===== src/rtl/regfile_write_arbiter.sv =====
// Two-requester register-file write port arbiter: pipeline writeback vs external loader.
// Round-robin on ties, bounded external burst ownership, one forced writeback slot after a burst.
module regfile_write_arbiter #(
    parameter int DATA_W    = 8,
    parameter int ADDR_W    = 4,
    parameter int BURST_MAX = 4
) (
    input  logic              clk,
    input  logic              reset,
    input  logic              wb_valid,
    input  logic [ADDR_W-1:0] wb_addr,
    input  logic [DATA_W-1:0] wb_data,
    output logic              wb_ready,
    input  logic              ext_valid,
    input  logic [ADDR_W-1:0] ext_addr,
    input  logic [DATA_W-1:0] ext_data,
    input  logic              ext_lock,
    output logic              ext_ready,
    output logic              rf_we,
    output logic [ADDR_W-1:0] rf_waddr,
    output logic [DATA_W-1:0] rf_wdata,
    output logic              stall,
    output logic [1:0]        dbg_state_o,
    output logic              dbg_last_grant_o,
    output logic [3:0]        dbg_burst_cnt_o
);

    // Handshake: a requester transfers on a rising edge where its valid and ready are both 1.
    typedef enum logic [1:0] {
        ST_RR    = 2'd0,
        ST_BURST = 2'd1,
        ST_YIELD = 2'd2
    } state_e;

    localparam logic [3:0] BURST_MAX_C = 4'(BURST_MAX);

    state_e            state_q, state_d;
    logic              last_grant_q, last_grant_d;
    logic [3:0]        burst_cnt_q, burst_cnt_d;
    logic              rf_we_q, rf_we_d;
    logic [ADDR_W-1:0] rf_waddr_q, rf_waddr_d;
    logic [DATA_W-1:0] rf_wdata_q, rf_wdata_d;
    logic              grant_wb, grant_ext;

    always_ff @(posedge clk or negedge reset) begin
        if (!reset) begin
            state_q      <= ST_RR;
            last_grant_q <= 1'b1;
            burst_cnt_q  <= 4'd0;
            rf_we_q      <= 1'b0;
            rf_waddr_q   <= '0;
            rf_wdata_q   <= '0;
        end else begin
            state_q      <= state_d;
            last_grant_q <= last_grant_d;
            burst_cnt_q  <= burst_cnt_d;
            rf_we_q      <= rf_we_d;
            rf_waddr_q   <= rf_waddr_d;
            rf_wdata_q   <= rf_wdata_d;
        end
    end

    // Grant logic: a lone requester always wins; ties depend on state.
    always_comb begin
        grant_wb  = 1'b0;
        grant_ext = 1'b0;
        if (wb_valid && ext_valid) begin
            case (state_q)
                ST_YIELD: grant_wb = 1'b1;
                ST_BURST: begin
                    if (ext_lock)          grant_ext = 1'b1;
                    else if (last_grant_q) grant_wb  = 1'b1;
                    else                   grant_ext = 1'b1;
                end
                default: begin
                    if (last_grant_q) grant_wb  = 1'b1;
                    else              grant_ext = 1'b1;
                end
            endcase
        end else begin
            grant_wb  = wb_valid;
            grant_ext = ext_valid;
        end
    end

    always_comb begin
        state_d      = state_q;
        burst_cnt_d  = burst_cnt_q;
        last_grant_d = last_grant_q;
        if (grant_ext)     last_grant_d = 1'b1;
        else if (grant_wb) last_grant_d = 1'b0;

        case (state_q)
            ST_RR: begin
                if (grant_ext && ext_lock) begin
                    burst_cnt_d = 4'd1;
                    state_d     = (BURST_MAX_C == 4'd1) ? ST_YIELD : ST_BURST;
                end
            end
            ST_BURST: begin
                if (!ext_lock) begin
                    state_d     = ST_RR;
                    burst_cnt_d = 4'd0;
                end else if (grant_ext) begin
                    burst_cnt_d = burst_cnt_q + 4'd1;
                    if (burst_cnt_q + 4'd1 == BURST_MAX_C) state_d = ST_YIELD;
                end
            end
            default: begin
                state_d     = ST_RR;
                burst_cnt_d = 4'd0;
            end
        endcase

        rf_we_d    = grant_wb | grant_ext;
        rf_waddr_d = rf_waddr_q;
        rf_wdata_d = rf_wdata_q;
        if (grant_ext) begin
            rf_waddr_d = ext_addr;
            rf_wdata_d = ext_data;
        end else if (grant_wb) begin
            rf_waddr_d = wb_addr;
            rf_wdata_d = wb_data;
        end
    end

    assign wb_ready         = grant_wb;
    assign ext_ready        = grant_ext;
    assign stall            = wb_valid & ~grant_wb;
    assign rf_we            = rf_we_q;
    assign rf_waddr         = rf_waddr_q;
    assign rf_wdata         = rf_wdata_q;
    assign dbg_state_o      = state_q;
    assign dbg_last_grant_o = last_grant_q;
    assign dbg_burst_cnt_o  = burst_cnt_q;

endmodule


===== config.mk =====
export PLATFORM = sky130hd
export DESIGN_NAME = regfile_write_arbiter
export DESIGN_NICKNAME = d
export VERILOG_FILES = /design/src/rtl/regfile_write_arbiter.sv
export SDC_FILE = /design/constraint.sdc
export NUM_CORES = 1
export LEC_CHECK = 0
export CAP_MARGIN = 15
export CELL_PAD_IN_SITES_DETAIL_PLACEMENT = 0
export CELL_PAD_IN_SITES_GLOBAL_PLACEMENT = 1
export CORE_MARGIN = 2
export CORE_UTILIZATION = 30
export DETAILED_ROUTE_END_ITERATION = 8
export PLACE_DENSITY = 0.83
export SETUP_SLACK_MARGIN = 0.4
export SLEW_MARGIN = 15
export SYNTH_ARGS = -nofsm -noshare
export SYNTH_HDL_FRONTEND = slang
export SYNTH_SLANG_ARGS = --single-unit

===== constraint.sdc =====
create_clock -name clk -period 2 [get_ports clk]
set_input_delay 0.4 -clock clk [delete_from_list [all_inputs] [get_ports clk]]
set_output_delay 0.4 -clock clk [all_outputs]
set_load 0.01 [all_outputs]

==> results of run 1 <==
## metrics by stage
stage	utilization, %	area, µm²	total power [mW]	hold slack, ps	TNS [ps]
2_1_floorplan	-	1162	1.115	104.4	0
3_3_place_gp	48.97	1793	1.554	471.6	-755.0
3_5_place_dp	48.97	1793	1.588	491.9	-943.6
4_1_cts	55.47	2031	2.160	471.8	0
5_1_grt	58.20	2131	2.348	498.3	-1.489
6_report	58.20	2131	2.204	456.3	0
## layout make-up
| cell class | instances | area (µm²) |
|---|---|---|
| clock inverters | 1 | 30.03 |
| fillers | 307 | 1530 |
| flip-flops and latches | 20 | 503.0 |
| repair buffers | 77 | 770.7 |
| multi-input cells | 86 | 693.2 |
| clock buffers | 3 | 41.29 |
| inverters | 8 | 32.53 |
| well taps | 48 | 60.06 |
## cell usage after synthesis, types with 2 or more instances
cell	instances
dfrtp_1	19
o21bai_1	2
nand2_1	24
o21ai_0	8
ha_1	5
or2_1	2
buf_4	2
inv_1	7
o21ai_1	7
nor2_1	2
mux2i_1	12
a21oi_1	4
## repair_timing
action / in CTS / in global routing
gates resized for setup: 36 / 29
cloned: 1 / 0
pin swaps: 10 / 5
buffers inserted: 11 / 2
endpoints found under the hold margin: 0 / 0
hold buffers: 0 / 0
endpoints found under the setup margin: 28 / 35
## per-layer routing
layer	vias to the layer above	track usage, %	wire [µm]
li1	559	-	-
met1	528	17.42	1296
met2	47	29.59	1650
met3	2	3.767	236
met4	0	2.344	17
met5	-	0	0
## state kept, by name, indices dropped and copies added (netlist names)
register / cells
dbg_last_grant_o: 1
dbg_state_o: 2
rf_we: 1
rf_waddr: 4
rf_wdata: 8
dbg_burst_cnt_o: 4
## worst max-delay path, cell delays in order
cell and delay, ps:
clkdlybuf4s50_1 450, nand2b_1 180, a21boi_2 220, o21ai_4 80, inv_1 60, buf_2 120
## worst min-delay path by stage
stage | start | slack (ps) | cells after the start | end
finish | reset | 460 | 1 | rf_wdata[0]
detailed placement | dbg_last_grant_o | 490 | 2 | dbg_last_grant_o
floorplan | reset | 100 | 0 | dbg_burst_cnt_o[0]
global route | reset | 500 | 1 | rf_wdata[1]
global placement | dbg_last_grant_o | 470 | 2 | dbg_last_grant_o
CTS | reset | 470 | 1 | rf_wdata[1]
## power breakdown
group | total (mW) | internal [mW] | switching [mW]
registers | 0.610 | 0.525 | 0.0843
clock network | 0.406 | 0.267 | 0.139
logic | 1.19 | 0.674 | 0.514
## kinds of logic (layout without fill, tap and decap cells)
family	count (synthesis)	after routing	share of synthesized area [%]
xor+xnor	1	1	0.7694
simple gates	36	36	14.62
compound gates	32	32	19.56
buf+inv	11	89	4.945
fa+ha+maj	5	5	5.495
mux	12	12	10.55
flops	20	20	44.07
==> qor.txt, run 1 <==
Status: complete, no violations
FF-to-FF End: dbg_burst_cnt_o[1]
Rows: 22
Post-synthesis sequential area ratio: 44.07%
Worst EP required: 1600 ps
Yosys warns: 0
Initial antenna violation count: 0
R2r worst-path depth: 9
GRT Overall Usage: 15.43%
Drt initial violations: 19
Final Critical Period: 1927 ps
Worst Setup Slack, final: 72.64 ps
Layout cell share with drive strength beyond 1: 31.79%
Cell Area, Synth: 1139 µm²
Max-slew violation count: 0
CTS tree: yes
Synth Register Bits: 20
Post-synth top area share: 41.76%
RR Startpoint: dbg_state_o[1]
Worst R2R Setup Slack: 170 ps
Vias in the first global route: 1,193
Routability cong.: 0.7475
Via Count: 1,136
Slew @ Worst Pin: 457.3 ps
Clk slew on worst S/H paths: 80 ps
Setup-failing EPs final: 0
Vias per cell: 4.675
Pre-CTS WS: -310.8 ps
P&R area growth vs syn: 87.14%
CTS buffer count: 3
Clk root buf: clkbuf_8
H-tree levels: 1
Worst skew pair latency: 260 ps
Worst setup EP type: output pin
Core outline area: 3661 µm²
Main area contributors after synthesis: dfrtp_1 (42%), mux2i_1 (11%), nand2_1 (7.9%)
Post-Syn Instances: 117
Buffers on Ports: 51
Dpl hpwl: 2341 µm
Pleak: 1.068 nW
Final ANT Viol Nets: 0
Mean area per synthesized cell: 9.732 µm²
# nets final: 230
First-pass GRT wire length: 5181 µm
DR WL/cell: 13.17 µm
Most frequent cells in the layout: clkdlybuf4s50_1 (32), nand2_1 (22), buf_4 (19)
Critical Path Source: ext_lock
Min-delay worst type: in -> async
Routed WL: 3200 µm
Drt pass-1 iters: 4
Initial Util: 31.10%
RSZ-0062 raised after global routing: true
Critical-path maximum fanout: 3
Startpoint types: input pin
Endpoints failing hold: 0
I/O pins: 52
Period Utilization, post-route: 96.37%
Post-synth EDFFs: 0
Count of cell types in the netlist: 35
Worst rel slew slack: 69.41%
CP endpoint: wb_ready
Remaining Overflow, GRT: 0
Clk sinks: 20
Chip width: 65.61 µm
Non-filler cells in the finished layout: 243
DRC: 0
Maximum vdd drop: 432.9 µV
Largest net degree at the start of global routing: 27
Mapped Nets: 151
CTS Buffer Depth: 2
Max Cap Viol: 0
Clock skew: 2.572 ps
Main flop type after synthesis: dfrtp_1
Antenna diode count: 0
Placed Cells: 225
Die area: 4304 µm²
CP arrival: 1530 ps
Synth async-reset ratio: 100.0%
Die H: 65.61 µm
Cell taking the most area after synthesis: dfrtp_1
Commonest non-fill, non-tap cell in the layout: clkdlybuf4s50_1
Power Dens Cells: 1034 nW/µm²
Max frequency: 518.8 MHz
Critical path class: in -> out
No activity file was read; power rests on OpenSTA's default activity.
==> run 2, diff against run 1 <==
==> constraint.sdc (replaced) <==
create_clock -name clk -period 2 [get_ports clk]
set_input_delay 0.4 -clock clk [delete_from_list [all_inputs] [get_ports clk]]
set_output_delay 0.4 -clock clk [all_outputs]
set_load 0.005 [all_outputs]
==> run 2 against run 1 <==
  * Count of clock-buffer cells in the layout up 1
  * Die area unchanged
  * Via count up 5.3%
  * Worst setup slack worse by 55 ps
  * Largest cell class unchanged
  * Critical endpoint is now dbg_burst_cnt_o[1]
  * Cell count up 3.3%
  * Clock power down 33%
  * Routed wire length up 4.8%
  * Fmax down 2.8%
  * Critical path depth up 3
  * Sequential power about the same
  * Cell area up 2.0%
  * Utilization up 1.2 points
==> qor.txt, run 2 (synthesis gave the netlist of run 1 again) <==
Buffers on Ports: 51
Antenna diode count: 0
Internal: 1.473 mW
Worst R2R Setup Slack: 20 ps
Clk sinks: 20
Critical-path maximum fanout: 4
Final Core Density: 59.36%
Endpoints failing hold: 0
Post-route cell area: 2173 µm²
Sw power: 0.7216 mW
# nets final: 238
Period Utilization, post-route: 99.13%
Initial antenna violation count: 0
Rows: 22
Remaining Overflow, GRT: 0
Worst rel slew slack: 74.72%
Reg area: 503.0 µm²
CTS Buffer Depth: 2
Setup-failing EPs final: 0
RSZ-0062 raised after global routing: true
Layout cell share with drive strength beyond 1: 31.03%
Flop pwr share: 27.7%
DR WL/cell: 13.37 µm
Slew @ Worst Pin: 374.3 ps
Chip width: 65.61 µm
Vias per cell: 4.765
Routed WL: 3355 µm
Largest net degree at the start of global routing: 21
Die H: 65.61 µm
Largest register FFs: 8
Combinational share of power: 59.9%
Maximum vdd drop: 438.7 µV
Status: complete, no violations
Non-filler cells in the finished layout: 251
Drt pass-1 iters: 4
GRT Overall Usage: 16.74%
Drt initial violations: 25
Critical path class: reg -> reg
Final Total Pwr: 2.195 mW
Final Critical Period: 1983 ps
Startpoint types: flip-flop
CTS buffer count: 3
Routability cong.: 0.8547
CP arrival: 2130 ps
Power Dens Cells: 1010 nW/µm²
Dpl hpwl: 2292 µm
Clk root buf: clkbuf_8
Min-delay worst type: reg -> reg
Core outline area: 3661 µm²
Worst EP required: 2150 ps
Most frequent cells in the layout: clkdlybuf4s50_1 (43), nand2_1 (23), buf_4 (19)
CTS tree: yes
Initial Util: 31.10%
Worst skew pair latency: 260 ps
Pleak: 0.9975 nW
Via Count: 1,196
Clk slew on worst S/H paths: 80 ps
Die area: 4304 µm²
Placed Cells: 225
Area of the multi-input gates: 658.1 µm²
P&R area growth vs syn: 90.88%
Clock share of power: 12.4%
Max frequency: 504.4 MHz
Max-slew violation count: 0
Area after DPL: 1800 µm²
Hold WS: 482.4 ps
Clock skew: 6.305 ps
Max Cap Viol: 0
H-tree levels: 1
Commonest non-fill, non-tap cell in the layout: clkdlybuf4s50_1
First-pass GRT wire length: 5658 µm
Switch share: 32.88%
DRC: 0
Vias in the first global route: 1,335
Fill cells: 311
Final ANT Viol Nets: 0
Worst setup EP type: flip-flop
I/O pins: 52
run 2: final timing paths:
check                                  from                  to  cells past startpoint
setup / recovery             dbg_state_o[0]  dbg_burst_cnt_o[1]                      9
hold / removal             dbg_last_grant_o    dbg_last_grant_o                      2
setup reg to reg             dbg_state_o[0]  dbg_burst_cnt_o[1]                      9
hold reg to reg            dbg_last_grant_o    dbg_last_grant_o                      2
max in group asynchronous             reset    dbg_last_grant_o                      2
min in group asynchronous             reset         rf_waddr[0]                      2
run 2: area by class of cell:
class,instances,area share (%)
timing repair buffer,85,40.24
multi-input combinational,86,30.28
sequential,20,23.14
tap,48,2.763
clock buffer,4,2.073
inverter,8,1.497
run 2: stage by stage:
stage	setup WS, ps	TNS [ps]
finish	17.40	0
global route	-70.81	-131.3
CTS	28.13	0
detailed placement	-293.5	-1161
global placement	-278.1	-751.5
floorplan	251.7	0
run 2: power by group through the flow:
stage,Clock (mW),Combinational [mW],Sequential (mW)
after floorplan,0,0.467,0.618
after global placement,0,0.918,0.612
after detailed placement,0,0.948,0.618
after CTS,0.279,1.24,0.612
after global routing,0.300,1.41,0.626
final,0.272,1.31,0.608
run 2: what timing repair did:
item	4_1_cts	5_1_grt
setup endpoints to repair	27	25
hold buffers	0	0
pin swaps	14	8
buffers inserted	17	3
resized for setup	44	5
cloned	2	0
run 2: worst max-delay path, stage by stage, from the launching register on:
cell and delay [ps]:
dfrtp_1 400, inv_2 90, ha_4 210, buf_6 110, buf_4 120, or2_1 210, a31o_4 240, and2_4 140
o21bai_1 150, a22o_1 200
run 2: layer usage:
layer,GRT usage [%],vias up,wire (µm),part of all wire [%]
met1,18.60,565,1312,39
met4,5.208,0,91,2.7
li1,-,576,-,-
met2,31.12,44,1727,51
met3,4.110,11,223,6.6
met5,0,-,0,0
==> run 3, diff against run 2 <==
--- a/config.mk
+++ b/config.mk
@@ -5,6 +5,7 @@
 export SDC_FILE = /design/constraint.sdc
 export NUM_CORES = 1
 export LEC_CHECK = 0
+export ABC_CLOCK_PERIOD_IN_PS = 2000
 export CAP_MARGIN = 15
 export CELL_PAD_IN_SITES_DETAIL_PLACEMENT = 0
 export CELL_PAD_IN_SITES_GLOBAL_PLACEMENT = 1
==> results of run 3 <==
Final layout, timing and power as in run 2 (identical DEF).
